===== config.mk =====
export PLATFORM = sky130hd
export DESIGN_NAME = alu_phase_decoder
export DESIGN_NICKNAME = d
export VERILOG_FILES = /design/src/rtl/alu_phase_decoder.sv
export SDC_FILE = /design/constraint.sdc
export NUM_CORES = 1
export LEC_CHECK = 0
export ABC_AREA = 1
export ABC_CLOCK_PERIOD_IN_PS = 5470
export CAP_MARGIN = 20
export CELL_PAD_IN_SITES_DETAIL_PLACEMENT = 1
export CELL_PAD_IN_SITES_GLOBAL_PLACEMENT = 2
export CORE_MARGIN = 3
export CORE_UTILIZATION = 25
export CTS_CLUSTER_DIAMETER = 200
export CTS_CLUSTER_SIZE = 8
export DETAILED_ROUTE_END_ITERATION = 16
export PLACE_DENSITY = 0.69
export REMOVE_ABC_BUFFERS = 1
export SYNTH_ARGS = -nofsm -noshare
export SYNTH_HDL_FRONTEND = slang
export SYNTH_SLANG_ARGS = --single-unit

===== constraint.sdc =====
create_clock -name clk -period 5.47 [get_ports clk]
set_input_delay 0.8205 -clock clk [delete_from_list [all_inputs] [get_ports clk]]
set_output_delay 0.8205 -clock clk [all_outputs]
set_load 0.02 [all_outputs]

===== src/rtl/alu_phase_decoder.sv =====
// Purpose : infers which of the six rotating ALU operations is active, locks onto the
//           rotation and flags every enabled locked cycle whose result disagrees.
// Latency : inputs registered once; lock, op_idx and mismatch update one edge after evaluation.
// Backpressure: none; ena=0 freezes all state and forces mismatch low.
//
// Ports:
//   clk, rst_n   clock, asynchronous active-low reset
//   ena          clock enable (disabled cycles do not count toward dwell)
//   a, b, r      ALU operands and ALU result bus
//   op_idx       decoded operation (0 SUM,1 SUB,2 AND,3 OR,4 SHL,5 SHR)
//   locked       high while locked onto the rotation
//   mismatch     one-cycle pulse after a locked cycle whose result was wrong
//   err_count    saturating count of mismatch pulses, cleared only by reset
module alu_phase_decoder #(
   parameter int DWELL      = 100_000_000,
   parameter int CNT_W      = 27,
   parameter int MISS_LIMIT = 4
) (
   input  logic       clk,
   input  logic       rst_n,
   input  logic       ena,
   input  logic [7:0] a,
   input  logic [7:0] b,
   input  logic [7:0] r,
   output logic [2:0] op_idx,
   output logic       locked,
   output logic       mismatch,
   output logic [7:0] err_count
);

   localparam int                MISS_W   = $clog2(MISS_LIMIT + 1);
   localparam logic [CNT_W-1:0]  CNT_LAST = CNT_W'(DWELL - 1);
   localparam logic [MISS_W-1:0] MISS_MAX = MISS_W'(MISS_LIMIT);

   typedef enum logic [1:0] {SEARCH, PRE, LOCKED} state_t;

   state_t            state_q, state_d;
   logic [7:0]        sa, sb, sr;
   logic [2:0]        cand_q, cand_d;
   logic [2:0]        op_q, op_d;
   logic [CNT_W-1:0]  cnt_q, cnt_d;
   logic [MISS_W-1:0] miss_q, miss_d, miss_inc;
   logic              mm_q, mm_d;
   logic [7:0]        err_q, err_d;

   logic [5:0]        match;
   logic              any_match;
   logic              uniq;
   logic [2:0]        match_idx;

   function automatic logic [2:0] next_op(input logic [2:0] x);
      return (x == 3'd5) ? 3'd0 : x + 3'd1;
   endfunction

   // Candidate results for every operation, compared against the sampled result bus.
   always_comb begin
      match[0] = (sr == 8'(sa + sb));
      match[1] = (sr == 8'(sa - sb));
      match[2] = (sr == (sa & sb));
      match[3] = (sr == (sa | sb));
      match[4] = (sr == {sa[6:0], 1'b0});
      match[5] = (sr == {1'b0, sa[7:1]});
   end

   // Exactly one bit set: nonzero and clearing the lowest set bit leaves nothing.
   always_comb begin
      any_match = (match != 6'd0);
      uniq      = any_match && ((match & (match - 6'd1)) == 6'd0);
      match_idx = 3'd0;
      for (int k = 0; k < 6; k++) begin
         if (match[k]) begin
            match_idx = 3'(k);
         end
      end
   end

   assign miss_inc = miss_q + 1'b1;

   always_comb begin
      state_d = state_q;
      cand_d  = cand_q;
      op_d    = op_q;
      cnt_d   = cnt_q;
      miss_d  = miss_q;
      mm_d    = 1'b0;
      err_d   = err_q;
      case (state_q)
         SEARCH: begin
            if (uniq) begin
               cand_d  = match_idx;
               state_d = PRE;
            end
         end
         PRE: begin
            if (uniq) begin
               if (match_idx == next_op(cand_q)) begin
                  // The rotation stepped to the successor: this is the first cycle of a phase.
                  state_d = LOCKED;
                  op_d    = match_idx;
                  cnt_d   = CNT_W'(1);
                  miss_d  = '0;
               end else begin
                  cand_d = match_idx;
               end
            end else if (!any_match) begin
               state_d = SEARCH;
            end
         end
         LOCKED: begin
            if (cnt_q == CNT_LAST) begin
               cnt_d = '0;
               op_d  = next_op(op_q);
            end else begin
               cnt_d = cnt_q + 1'b1;
            end
            // Judged against the current (pre-wrap) op_q; a wrap above still applies.
            if (match[op_q]) begin
               miss_d = '0;
            end else begin
               mm_d = 1'b1;
               if (err_q != 8'hFF) begin
                  err_d = err_q + 8'd1;
               end
               if (miss_inc == MISS_MAX) begin
                  state_d = SEARCH;
                  miss_d  = '0;
                  cnt_d   = '0;
               end else begin
                  miss_d = miss_inc;
               end
            end
         end
         default: state_d = SEARCH;
      endcase
   end

   always_ff @(posedge clk or negedge rst_n) begin
      if (!rst_n) begin
         state_q <= SEARCH;
         sa      <= '0;
         sb      <= '0;
         sr      <= '0;
         cand_q  <= '0;
         op_q    <= '0;
         cnt_q   <= '0;
         miss_q  <= '0;
         mm_q    <= 1'b0;
         err_q   <= '0;
      end else if (ena) begin
         state_q <= state_d;
         sa      <= a;
         sb      <= b;
         sr      <= r;
         cand_q  <= cand_d;
         op_q    <= op_d;
         cnt_q   <= cnt_d;
         miss_q  <= miss_d;
         mm_q    <= mm_d;
         err_q   <= err_d;
      end else begin
         // Drop any pending pulse so it cannot reappear when ena returns.
         mm_q <= 1'b0;
      end
   end

   assign op_idx    = op_q;
   assign locked    = (state_q == LOCKED);
   assign mismatch  = mm_q & ena;
   assign err_count = err_q;

endmodule


Yosys cells after proc, flatten, opt, wreduce, memory -nomap -nowiden
Cells that the tools add are included.
Word-level totals
  flip-flop bits (word level): 71
  input bits: 27
  output and inout bits: 13
Cells by class
  $add $sub $neg: 8
  order comparisons: 1
  equality and inequality tests: 23
  muxes and demuxes: 38
  bitwise logic cells: 5
  reduce and logical (&&, ||, !) cells: 11
Operator list (number)
  $mux W27: 5
  $pmux W27 S2: 1
  $mux W3: 16
  $eq A8 B8 Y1: 5
  $add A27 B1 Y27 const B: 1
  $eq A27 B27 Y1 const B: 1
  $pmux W3 S2: 3
  $mux W2: 6
  $ne A2 B2 Y1 const B: 5
  $reduce_and A5 Y1: 2
  $add A3 B1 Y3 const B: 3
  $eq A3 B3 Y1 const B: 3
  $add A8 B1 Y8 const B: 1
  $add A8 B8 Y8: 1
  $and A8 B8 Y8: 1
  $eq A8 B7 Y1: 1
  $ne A8 B8 Y1 const B: 1
  $or A8 B8 Y8: 1
  $reduce_and A4 Y1: 2
  $sub A8 B8 Y8: 1
  $and A6 B6 Y6: 1
  $logic_not A6 Y1: 1
  $ne A3 B3 Y1 const B: 2
  $pmux W2 S3: 1
  15 further kinds: 21

Longest topological paths before layout
  depth after elaboration: 11
  depth in mapped cells: 25
  mapped depth without buffers: 24

Worst setup path before layout
No wires, ideal clock.
  path type: flip-flop to flip-flop
  start: reg sa[0]
  end: reg cnt_q[17]
  data arrival time: 2538 ps
  data required time: 5353 ps
  path slack: 2815 ps
  cell stages (with the launch flop): 23
  buffers on the path: 1
  cell sequence: dfrtp_1 inv_1 ha_1 inv_1 fa_1 xor2_1 nor2_1 nand2_1 nor2_1 nand2_1 nor2_2 nand3_1 nand2_1 nand2_1 nand2_1 nand2_1 nand2_1 nand3_2 nand2_2 nand2_2 buf_6 nand2_1 nand2_1
On the way
  cells in the longest elaborated chain, start to end: 10
  elaborated cells between the ends (all ways): 27
RTL lines
  start, declared: line 38  | logic [7:0] sa, sb, sr;
  start signal, assigned: line 140  | sa <= '0;
  start signal, assigned: line 151  | sa <= a;
  parallel branches: the longest is 10 deep, another holds $add A8 B8 Y8
  end signal, assigned: line 156  | cnt_q <= cnt_d;
  end, declared: line 41  | logic [CNT_W-1:0] cnt_q, cnt_d;
Parallel ways; which one is timed is not known. The select of a mux whose other input is x is not followed.
A chain may end at the register's enable or synchronous reset.

Worst setup path in the final report
  start: reg sa[0]
  end: reg cnt_q[26]
The elaborated chain is that of the path after synthesis.

==> results.sh <==
export IMPL_grt_setup_unrepaired="false"
export IMPL_crit_type="register to register"
export IMPL_die_area_um2=24100
export IMPL_synth_top_cells_by_count="nand2_1 (276), inv_1 (89), nor2_1 (74)"
export IMPL_grt_pass1_wl_um=28300
export IMPL_tns_ns=0
export IMPL_worstMarginPinSlew_ns=0.748
export IMPL_postCtsHoldBufs=0
export IMPL_yosysSeqAreaShare_pct=32.0
export IMPL_io_buffers=39
export IMPL_grt_pass1_vias=5399
export IMPL_maxSlewHeadroom_pct=49.7
export IMPL_vias=5128
export IMPL_synth_most_common_cell="nand2_1"
export IMPL_seqCellArea_um2=1780
export IMPL_ys_seq_elements=71
export IMPL_initialDrtViolationCount=216
export IMPL_multi_input_area_um2=3270
export IMPL_clock_skew_ns=0.00694
export IMPL_first_pass_iters=5
export IMPL_p_leak_nw=3.10
export IMPL_cts_tree="yes"
export IMPL_synth_top_area_share_pct=32.0
export IMPL_yosysUniqueCellTypes=37
export IMPL_fillCellCount=2669
export IMPL_worst_ep_required_time_ns=5.70
export IMPL_ant_nets=0
export IMPL_synth_edf_count=0
export IMPL_status="finished clean"
export IMPL_final_max_slew_viol_count=0
export IMPL_synthCells=821
export IMPL_period_minus_slack_ns=3.90
export IMPL_fin_crit_sh_pct=71.3
export IMPL_grt_use_met2_pct=21.9
export IMPL_htreeDepth=3
export IMPL_grt_max_degree=72
export IMPL_die_y_um=155
export IMPL_met1_usage_pct=21.2
export IMPL_initial_core_util_pct=25.9
export IMPL_post_drt_wl_per_cell_um=14.4
export IMPL_top_usage_layer="met2"
export IMPL_gp_congestion=0.803
export IMPL_yosys_area_top_type="dfrtp_1"
export IMPL_grt_use_met3_pct=2.06
export IMPL_syn2layout_area_growth_pct=17.0
export IMPL_clk_pin_slew_ns=0.06
export IMPL_fin_util_pct=30.4
export IMPL_hold_path_class="primary input to async pin"
export IMPL_syn_area_um2=5560
export IMPL_critPathMaxFanout=31
export IMPL_cts_buffers=9
export IMPL_n_antenna_cell=0
export IMPL_track_usage_pct=14.4
export IMPL_startpoint_type="register"
export IMPL_crit_path_end_kind="register"
export IMPL_drive_gt1_share_pct=6.91
export IMPL_gr_total_overflow=0
export IMPL_ctsRootBufferMaster="clkbuf_16"
export IMPL_io_pins=40
export IMPL_finalSetupViolCount=0
export IMPL_final_hold_viol_count=0
export IMPL_drv_cap=0
export IMPL_clock_sinks=71
export IMPL_powerDensity_nw_per_um2=257
export IMPL_antenna_found_initial=0
export IMPL_synth_area_leaders="dfrtp_1 (32%), nand2_1 (19%), nand3_1 (6.5%), ha_1 (6.1%), inv_1 (6.0%)"
export IMPL_die_width_um=155
export IMPL_rows=53
export IMPL_final_nets=905
export IMPL_postCtsSetupBuffers=0
export IMPL_async_flop_share_pct=100
export IMPL_route_detailed_drc=0
export IMPL_yosys_warnings=0
export IMPL_cts_resized=0
export IMPL_viasPerCell=4.54
export IMPL_routed_wl_um=16300
export IMPL_coreArea_um2=21400
export IMPL_crit_arrival_ns=4.13
export IMPL_max_freq_ghz=0.256
export IMPL_synth_area_per_cell_um2=6.77
export IMPL_clock_latency_ns=0.35
export IMPL_peakVddDrop_mv=0.147
export IMPL_clk_path_buf_depth=2
export IMPL_ys_flop_type="dfrtp_1"
export IMPL_hpwlAfterDp_um=12400
[path summary, 6_finish.rpt]
path                                       start                    end  slack (ns)  cells past startpoint
setup / recovery               sa[0]$_DFFE_PN0P_  cnt_q[26]$_DFFE_PN0P_        1.57                     21
hold / removal                             rst_n   cnt_q[6]$_DFFE_PN0P_        0.36                      1
setup reg to reg               sa[0]$_DFFE_PN0P_  cnt_q[26]$_DFFE_PN0P_        1.57                     21
hold reg to reg            miss_q[2]$_DFFE_PN0P_  miss_q[2]$_DFFE_PN0P_        0.50                      2
max in group asynchronous                  rst_n      sa[1]$_DFFE_PN0P_        4.52                      2
min in group clk           miss_q[2]$_DFFE_PN0P_  miss_q[2]$_DFFE_PN0P_        0.50                      2
[flip-flops by register name, summed over array words and instances, names as in the netlist]
signal and count:
sr 8, err_count 8, sa 8, cand_q 3, state_q 2, sb 8
mm_q 1, miss_q 3, cnt_q 27, op_idx 3
[cell type report]
| class | instances | share of cell area, % |
|---|---|---|
| Multi-Input combinational cell | 629 | 50.3 |
| Sequential cell | 71 | 27.3 |
| Timing Repair Buffer | 42 | 6.54 |
| Inverter | 96 | 5.54 |
| Tap cell | 275 | 5.29 |
| Clock buffer | 10 | 3.67 |
| Clock inverter | 6 | 1.39 |
[where the power goes]
part	leakage (nW)	switching (W)	internal (W)
registers	0.939	0.0000407	0.000553
clock network	0.159	0.000259	0.000415
logic	2.01	0.000256	0.000146
[worst max-delay path: stages, from the launching register on]
cell and delay, ns:
dfrtp_1 0.38, inv_1 0.10, ha_1 0.20, inv_1 0.12
fa_1 0.44, xor2_1 0.17, nor2_1 0.12, nand2_1 0.06
nor2_1 0.13, nand2_1 0.08, nor2_2 0.12, nand3_1 0.08
nand2_1 0.07, nand2_1 0.06, nand2_1 0.10, nand2_1 0.06
nand2_1 0.09, nand3_2 0.08, nand2_2 0.49, nand2_2 0.55
nand2_1 0.19, nand2_1 0.07
[cell families (layout without fill, tap and decap cells)]
logic type / Yosys count / after routing / synth area share [%]
flip-flops: 71 / 71 / 32.0
XOR/XNOR: 42 / 42 / 6.62
adder cells (fa/ha/maj): 29 / 29 / 6.80
AND/OR/NAND/NOR: 500 / 500 / 39.7
buffers and inverters: 121 / 154 / 9.23
AO/OA/AOI/OAI: 58 / 58 / 5.70
[cell usage in the layout (no fill, tap or decap), types with 2 or more instances in the layout]
cell             instances
nand2_2                  7
nand4_1                 28
nor2_2                   5
nor2_4                   4
o22ai_1                  2
fa_1                     2
clkbuf_16                9
nor3_2                   2
nand3_1                 72
nand2_1                276
a21oi_1                 11
dfrtp_1                 71
ha_1                    27
o21ai_0                 35
xnor2_1                 16
or2_1                    4
or2_2                    6
buf_4                    3
nand3_2                  5
nor2_1                  74
inv_2                    7
inv_1                   89
inv_6                    2
o21ai_1                  5
bufinv_16                2
nor4_1                   4
clkdlybuf4s50_1         37
nor3_1                  10
xor2_1                  26
[stage by stage]
step	hold slack, ns	std cells	total power [W]	instance area [um2]	setup slack [ns]
after floorplan	0.462	796	0.000867	5410	2.36
after global placement	0.486	1112	0.00100	6150	1.65
after detailed placement	0.490	1112	0.00101	6150	1.53
after CTS	0.508	1128	0.00170	6480	1.51
after global routing	0.370	1129	0.00179	6500	1.08
final	0.364	1129	0.00167	6500	1.57
[metal layers]
metal,share of wire [%],vias to the layer above,routed length [um]
li1,-,2657,-
met1,53,2408,8660
met2,43,49,7050
met3,1.9,14,315
met4,1.4,0,234
met5,0,-,0
No activity file was read; power rests on OpenSTA's default activity.
